**config.mk**
```make
export PLATFORM = sky130hd
export DESIGN_NAME = conv_frame_sequencer_flat
export DESIGN_NICKNAME = d
export VERILOG_FILES = /design/src/rtl/conv_frame_sequencer_if.sv /design/src/rtl/conv_frame_sequencer.sv /design/src/flat_wrapper.sv
export SDC_FILE = /design/constraint.sdc
export NUM_CORES = 1
export LEC_CHECK = 0
export BUFFER_PORTS_ARGS = -buffer_cell sky130_fd_sc_hd__buf_4
export CAP_MARGIN = 5
export CORE_AREA = 5 5 96 98
export CTS_CLUSTER_SIZE = 28
export DETAILED_ROUTE_END_ITERATION = 12
export DIE_AREA = 0 0 101 103
export GPL_TIMING_DRIVEN = 1
export PLACE_DENSITY = 0.74
export REMOVE_ABC_BUFFERS = 1
export SLEW_MARGIN = 10
export SYNTH_ARGS = -nofsm -noshare
export SYNTH_HDL_FRONTEND = slang
export SYNTH_SLANG_ARGS = --single-unit
```
**constraint.sdc**
```tcl
create_clock -name clk -period 3.5 [get_ports clk]
set_input_delay 0.7 -clock clk [delete_from_list [all_inputs] [get_ports clk]]
set_output_delay 0.7 -clock clk [all_outputs]
set_load 0.03 [all_outputs]
```
**src/rtl/conv_frame_sequencer_if.sv**
```systemverilog
// -----------------------------------------------------------------------------
// conv_frame_sequencer_if
//
// Purpose: Bundles the signals between the frame sequencer and its neighbours.
//          These are the frame control pulses, the read/write ready flags, the
//          frame-buffer and pipeline enables, and the output pixel coordinates
//          and status.
//
// Modports:
//   master - the system side. Drives start/abort and the ready flags, and
//            observes the enables, the coordinates and the status.
//   slave  - the sequencer itself.
//
// Signals:
//   start         one-cycle frame request
//   abort         synchronous abort back to IDLE
//   src_ready     frame buffer has an input pixel this cycle
//   dst_ready     frame buffer accepts an output pixel this cycle
//   read_enable   pop one input pixel
//   write_enable  commit one output pixel
//   conv_enable   advance the convolution pipeline one step
//   pad_sel       feed zero padding into the pipeline instead of gray_in
//   out_col       column of the pixel being written (CNT_W bits)
//   out_row       row of the pixel being written (CNT_W bits)
//   busy          frame in progress (FILL, RUN or DRAIN)
//   conv_finished frame complete; held until next start, abort or reset
// -----------------------------------------------------------------------------
interface conv_frame_sequencer_if #(
  parameter int CNT_W = 19
);
  logic             start;
  logic             abort;
  logic             src_ready;
  logic             dst_ready;
  logic             read_enable;
  logic             write_enable;
  logic             conv_enable;
  logic             pad_sel;
  logic [CNT_W-1:0] out_col;
  logic [CNT_W-1:0] out_row;
  logic             busy;
  logic             conv_finished;

  modport master (
    output start, abort, src_ready, dst_ready,
    input  read_enable, write_enable, conv_enable, pad_sel,
    input  out_col, out_row, busy, conv_finished
  );

  modport slave (
    input  start, abort, src_ready, dst_ready,
    output read_enable, write_enable, conv_enable, pad_sel,
    output out_col, out_row, busy, conv_finished
  );
endinterface

```
**src/rtl/conv_frame_sequencer.sv**
```systemverilog
// -----------------------------------------------------------------------------
// conv_frame_sequencer
//
// Purpose: Sequences one 3x3 convolution pass over a WIDTH x HEIGHT frame.
//   The sequence has three phases:
//   FILL  : reads LAT pixels to prime the line buffers. Nothing is written.
//   RUN   : reads one pixel and writes one pixel per step, until the last input
//           pixel has been read.
//   DRAIN : pushes zero padding through the pipeline to flush the final LAT
//           output pixels. Nothing is read.
//   Each phase stalls cleanly on the ready flags that it depends on.
//
// Ports:
//   clk    system clock
//   reset  asynchronous, active-high reset
//   bus    conv_frame_sequencer_if.slave (control, handshakes, coordinates,
//          status)
//
// Parameters:
//   WIDTH, HEIGHT  frame geometry
//   LAT            accepted reads before the first valid output
//                  (0 <= LAT < WIDTH*HEIGHT)
//   CNT_W          counter width, 2**CNT_W > WIDTH*HEIGHT
// -----------------------------------------------------------------------------
module conv_frame_sequencer #(
  parameter int WIDTH  = 640,
  parameter int HEIGHT = 480,
  parameter int LAT    = 642,
  parameter int CNT_W  = 19
) (
  input  logic                         clk,
  input  logic                         reset,
  conv_frame_sequencer_if.slave        bus
);

  typedef enum logic [2:0] {
    S_IDLE,
    S_FILL,
    S_RUN,
    S_DRAIN,
    S_DONE
  } state_e;

  localparam int               NPIX     = WIDTH * HEIGHT;
  localparam logic [CNT_W-1:0] LAST_IDX = CNT_W'(NPIX - 1);
  localparam logic [CNT_W-1:0] LAST_COL = CNT_W'(WIDTH - 1);
  // Index of the read that completes the fill. It is only used when LAT > 0.
  localparam logic [CNT_W-1:0] FILL_IDX = (LAT > 0) ? CNT_W'(LAT - 1) : '0;
  localparam logic [CNT_W-1:0] ONE      = CNT_W'(1);

  state_e           state_q,  state_d;
  logic [CNT_W-1:0] rd_cnt_q, rd_cnt_d;
  logic [CNT_W-1:0] wr_cnt_q, wr_cnt_d;
  logic [CNT_W-1:0] col_q,    col_d;
  logic [CNT_W-1:0] row_q,    row_d;
  logic             busy_q;
  logic             done_q;

  logic             rd_en;
  logic             wr_en;
  logic             pad;

  // ---------------------------------------------------------------------------
  // Enables: combinational from the registered state and the ready flags.
  // This adds no cycle of latency between a ready flag and its enable.
  // ---------------------------------------------------------------------------
  always_comb begin
    // NOTE: every signal written here gets a default first, so no path leaves
    // it unassigned and no latch is inferred.
    rd_en = 1'b0;
    wr_en = 1'b0;
    pad   = 1'b0;
    unique case (state_q)
      S_FILL:  rd_en = bus.src_ready;
      S_RUN: begin
        // One step consumes one input and produces one output, so it needs
        // both sides ready.
        rd_en = bus.src_ready & bus.dst_ready;
        wr_en = bus.src_ready & bus.dst_ready;
      end
      S_DRAIN: begin
        wr_en = bus.dst_ready;
        pad   = 1'b1;
      end
      default: ;
    endcase
  end

  assign bus.read_enable   = rd_en;
  assign bus.write_enable  = wr_en;
  assign bus.conv_enable   = rd_en | wr_en;
  assign bus.pad_sel       = pad;
  assign bus.out_col       = col_q;
  assign bus.out_row       = row_q;
  assign bus.busy          = busy_q;
  assign bus.conv_finished = done_q;

  // ---------------------------------------------------------------------------
  // Next state and counters.
  // ---------------------------------------------------------------------------
  always_comb begin
    state_d  = state_q;
    rd_cnt_d = rd_cnt_q;
    wr_cnt_d = wr_cnt_q;
    col_d    = col_q;
    row_d    = row_q;

    if (rd_en) begin
      rd_cnt_d = rd_cnt_q + ONE;
    end
    if (wr_en) begin
      wr_cnt_d = wr_cnt_q + ONE;
      // Raster-order coordinate of the next pixel to be written.
      if (col_q == LAST_COL) begin
        col_d = '0;
        row_d = row_q + ONE;
      end else begin
        col_d = col_q + ONE;
      end
    end

    unique case (state_q)
      S_IDLE, S_DONE: begin
        if (bus.start) begin
          state_d  = (LAT > 0) ? S_FILL : S_RUN;
          rd_cnt_d = '0;
          wr_cnt_d = '0;
          col_d    = '0;
          row_d    = '0;
        end
      end
      S_FILL: begin
        if (rd_en && rd_cnt_q == FILL_IDX) begin
          state_d = S_RUN;
        end
      end
      S_RUN: begin
        // Leave on the step that consumes the last input pixel. With LAT == 0,
        // that step also produces the last output pixel.
        if (rd_en && rd_cnt_q == LAST_IDX) begin
          state_d = (LAT > 0) ? S_DRAIN : S_DONE;
        end
      end
      S_DRAIN: begin
        if (wr_en && wr_cnt_q == LAST_IDX) begin
          state_d = S_DONE;
        end
      end
      default: state_d = S_IDLE;
    endcase

    // Abort wins over start and over every phase transition.
    if (bus.abort) begin
      state_d  = S_IDLE;
      rd_cnt_d = '0;
      wr_cnt_d = '0;
      col_d    = '0;
      row_d    = '0;
    end
  end

  // ---------------------------------------------------------------------------
  // State register. busy and conv_finished are decoded from the next state, so
  // they come out registered and in step with state_q.
  // ---------------------------------------------------------------------------
  always_ff @(posedge clk or posedge reset) begin
    if (reset) begin
      state_q  <= S_IDLE;
      rd_cnt_q <= '0;
      wr_cnt_q <= '0;
      col_q    <= '0;
      row_q    <= '0;
      busy_q   <= 1'b0;
      done_q   <= 1'b0;
    end else begin
      // NOTE: non-blocking assignments. Every register samples the same
      // pre-edge values, whatever order these lines are written in.
      state_q  <= state_d;
      rd_cnt_q <= rd_cnt_d;
      wr_cnt_q <= wr_cnt_d;
      col_q    <= col_d;
      row_q    <= row_d;
      busy_q   <= (state_d == S_FILL) || (state_d == S_RUN) ||
                  (state_d == S_DRAIN);
      done_q   <= (state_d == S_DONE);
    end
  end

endmodule

```
**src/flat_wrapper.sv**
```systemverilog
// flat-port wrapper written by rule: the top's interface ports become plain ports
module conv_frame_sequencer_flat 
#(
  parameter int WIDTH  = 640,
  parameter int HEIGHT = 480,
  parameter int LAT    = 642,
  parameter int CNT_W  = 19
)
  (clk, reset, bus_start, bus_abort, bus_src_ready, bus_dst_ready, bus_read_enable, bus_write_enable, bus_conv_enable, bus_pad_sel, bus_out_col, bus_out_row, bus_busy, bus_conv_finished);
  conv_frame_sequencer_if #(.CNT_W(CNT_W)) bus_i ();
  input  logic clk;
  input  logic reset;
  input wire logic [$bits(bus_i.start)-1:0] bus_start;
  input wire logic [$bits(bus_i.abort)-1:0] bus_abort;
  input wire logic [$bits(bus_i.src_ready)-1:0] bus_src_ready;
  input wire logic [$bits(bus_i.dst_ready)-1:0] bus_dst_ready;
  output wire logic [$bits(bus_i.read_enable)-1:0] bus_read_enable;
  output wire logic [$bits(bus_i.write_enable)-1:0] bus_write_enable;
  output wire logic [$bits(bus_i.conv_enable)-1:0] bus_conv_enable;
  output wire logic [$bits(bus_i.pad_sel)-1:0] bus_pad_sel;
  output wire logic [$bits(bus_i.out_col)-1:0] bus_out_col;
  output wire logic [$bits(bus_i.out_row)-1:0] bus_out_row;
  output wire logic [$bits(bus_i.busy)-1:0] bus_busy;
  output wire logic [$bits(bus_i.conv_finished)-1:0] bus_conv_finished;
  assign bus_i.start = bus_start;
  assign bus_i.abort = bus_abort;
  assign bus_i.src_ready = bus_src_ready;
  assign bus_i.dst_ready = bus_dst_ready;
  assign bus_read_enable = bus_i.read_enable;
  assign bus_write_enable = bus_i.write_enable;
  assign bus_conv_enable = bus_i.conv_enable;
  assign bus_pad_sel = bus_i.pad_sel;
  assign bus_out_col = bus_i.out_col;
  assign bus_out_row = bus_i.out_row;
  assign bus_busy = bus_i.busy;
  assign bus_conv_finished = bus_i.conv_finished;
  conv_frame_sequencer #(.WIDTH(WIDTH), .HEIGHT(HEIGHT), .LAT(LAT), .CNT_W(CNT_W)) u_core (.clk(clk), .reset(reset), .bus(bus_i));
endmodule
```
==> flow_summary_export.csv <==
group,metric,value,unit
status,status,"completed",
cts,clockBufferDepth,2,
routing,antenna_left,0,
timing,slew_headroom,48.4,%
worst_hold_path,hp-class,"in2async",
placement,placed_cell_area,0.00485,sq mm
routing,avgViaCountPerCell,5.63,
layout,fin_util,60.5,%
routing,routedWlPerCell,15.5,microns
floorplanning,io_pins,50,
cts,clkLatencyLatePin,0.36,ns
timing,timing.fmax,373,MHz
worst_setup_path,critPathKind,"reg2out",
placement,place.gp.congestion,0.813,
pwr,power_density,350,mW/mm^2
floorplanning,die_height,103,microns
routing,drt-initial-drc-count,169,
logic_synthesis,synth_cell_types,49,
global_route,grt_max_degree,39,
logic_synthesis,synth_warnings,0,
global_route,antenna_found_initial,0,
layout,fin_area,0.00507,sq mm
layout,drive_above_1_share,21.5,%
timing,min_period,2.68,ns
timing,clock_skew,0.0127,ns
timing,drv_slew,0,
cts,ctsHoldBuffers,0,
global_route,grt_pass1_wl,16200,microns
timing,finalCritPeriodShare,76.7,%
cts,post_cts_buffers,0,
global_route,grt_pass1_vias,3383,
layout,finalNetCount,509,
cts,clockRootBuffer,"clkbuf_8",
cts,cts_tree,"done",
logic_synthesis,synth-edff-count,0,
worst_setup_path,setup.worst_path.start_class,"flop",
timing,setup_viol,0,
worst_setup_path,slowest_delay,0.58,ns
placement,io_buffers,49,
logic_synthesis,syn_inst,450,
floorplanning,dieArea,0.0104,sq mm
worst_setup_path,required,2.80,ns
timing,setup_tns,0,ns
logic_synthesis,ys_seq_elements,81,
logic_synthesis,synth_area_per_cell,9.81,sq um
job,maxCapViolCount,0,
worst_setup_path,critical_path.max_fanout,8,
layout,nFillCells,723,
worst_setup_path,crit_path_end_kind,"primary output",
cts,clkSinkCount,81,
layout,antennaDiodeCount,0,
floorplanning,start_util,52.7,%
floorplanning,die_w,101,microns
timing,grt_setup_unrepaired,"false",
logic_synthesis,synth-seq-area-share,45.9,%
timing,tightest_slew,0.773,ns
pwr,max-vdd-ir-drop,0.181,mV
cts,htreeDepth,3,
routing,finalWirelength,9470,microns
layout,area_growth,14.9,%
timing,hold_viol,0,
layout,final_cell_mix,"dfrtp_1 (81), nor2_1 (60), buf_4 (57)",
cts,cts.reportedPaths.clkPinSlew,0.08,ns
pwr,p_leak,2.09,nW
routing,first_pass_iters,4,
worst_setup_path,worstPathArrival,1.98,ns
routing,vias,3438,
logic_synthesis,synth-main-ff-cell,"dfrtp_1",
placement,hpwl,6500,microns
worst_setup_path,critPathSlowestCell,"a21oi_1",
global_route,grt-ovfl-total,0,
cts,postCtsResizedCells,0,
logic_synthesis,async_reset_ff_share,100,%
floorplanning,fp-row-count,34,
global_route,grt_usage,19.2,%
routing,drcViolationCount,0,
cts,numCtsBuffers,9,
layout,layout_commonest_cell,"dfrtp_1",
logic_synthesis,synth_area,0.00442,sq mm
floorplanning,core_area,0.00838,sq mm
worst_setup_path,cp_cell_sequence,"nand2b_1, a21oi_1, a21o_1, buf_4",
[synthesized netlist by cell type, drive strengths merged (2+ instances only)]
master,count,area share [%]
a211o,2,0.40
a211oi,3,0.51
a21oi,11,1.2
and3,10,1.4
and4,9,1.8
buf,12,2.2
clkbuf,8,0.68
dfrtp,81,46
ha,5,1.4
inv,5,0.42
mux2i,3,0.68
nand2,35,3.3
nand2b,5,0.71
nand3,21,2.4
nand3b,2,0.62
nand4,22,3.3
nor2,74,7.1
nor3,14,1.6
nor3b,2,0.34
nor4,27,5.5
nor4b,4,0.79
o21ai,8,0.91
or3,9,1.4
or4b,2,0.54
xnor2,39,7.7
xor2,25,5.0
[through the flow]
step | hold WS, ns | instances | setup WS (ns) | power, mW
floorplan | 0.505 | 430 | 0.720 | 1.01
global placement | 0.525 | 595 | 0.984 | 1.04
detailed placement | 0.541 | 595 | 0.929 | 1.04
CTS | 0.437 | 611 | 0.829 | 1.79
global route | 0.457 | 611 | 0.684 | 1.84
finish | 0.411 | 611 | 0.817 | 1.78
[registers in the layout (all words and copies together) (netlist names)]
signal,cells
u_core.bus.out_col,19
u_core.bus.out_row,19
u_core.rd_cnt_q,19
u_core.wr_cnt_q,19
u_core.state_q,3
u_core.bus.busy,1
u_core.bus.conv_finished,1
[layout make-up]
class / count / area (sq um) / share of cell area [%]
flip-flops and latches: 81 / 2030 / 40.0
multi-input cells: 344 / 2240 / 44.2
well taps: 108 / 135 / 2.66
clock inverters: 7 / 95.1 / 1.87
clock buffers: 9 / 124 / 2.44
inverters: 5 / 20.0 / 0.395
repair buffers: 57 / 428 / 8.43
[routing by layer]
metal  vias to the layer above  track usage, %  routed length, microns
li1                       1681               -                       -
met1                      1695            27.7                    4540
met2                        48            30.0                    4550
met3                        14            3.32                     244
met4                         0            5.32                     129
met5                         -               0                       0
[kinds of logic after synthesis]
kind of cell / count (synthesis) / share of synthesized area [%]
xor+xnor: 64 / 12.7
fa+ha+maj: 5 / 1.42
buf+inv: 25 / 3.29
mux: 3 / 0.680
flops: 81 / 45.9
compound gates: 31 / 4.39
simple gates: 241 / 31.6
[power by group]
| group | internal (mW) | switching [mW] | total [mW] |
|---|---|---|---|
| clock network | 0.402 | 0.355 | 0.756 |
| registers | 0.938 | 0.00341 | 0.941 |
| logic | 0.0202 | 0.0603 | 0.0806 |
[critical path: cells and delay by family (launching register included)]
kind | cells | cell delay, ns
AO/OA/AOI/OAI | 2 | 0.72
buffers and inverters | 1 | 0.15
AND/OR/NAND/NOR | 1 | 0.28
flip-flops | 1 | 0.47
[final timing paths]
path | end | slack, ns | start | depth (start not counted)
max | bus_conv_enable | 0.82 | u_core.state_q[1] | 4
min | u_core.wr_cnt_q[3] | 0.41 | reset | 2
max reg2reg | u_core.bus.out_row[7] | 1.15 | u_core.state_q[2] | 5
min reg2reg | u_core.wr_cnt_q[18] | 0.56 | u_core.wr_cnt_q[18] | 2
max in group asynchronous | u_core.bus.out_col[5] | 2.34 | reset | 3
min in group clk | u_core.wr_cnt_q[18] | 0.56 | u_core.wr_cnt_q[18] | 2
(Power assumes the default switching activity.)
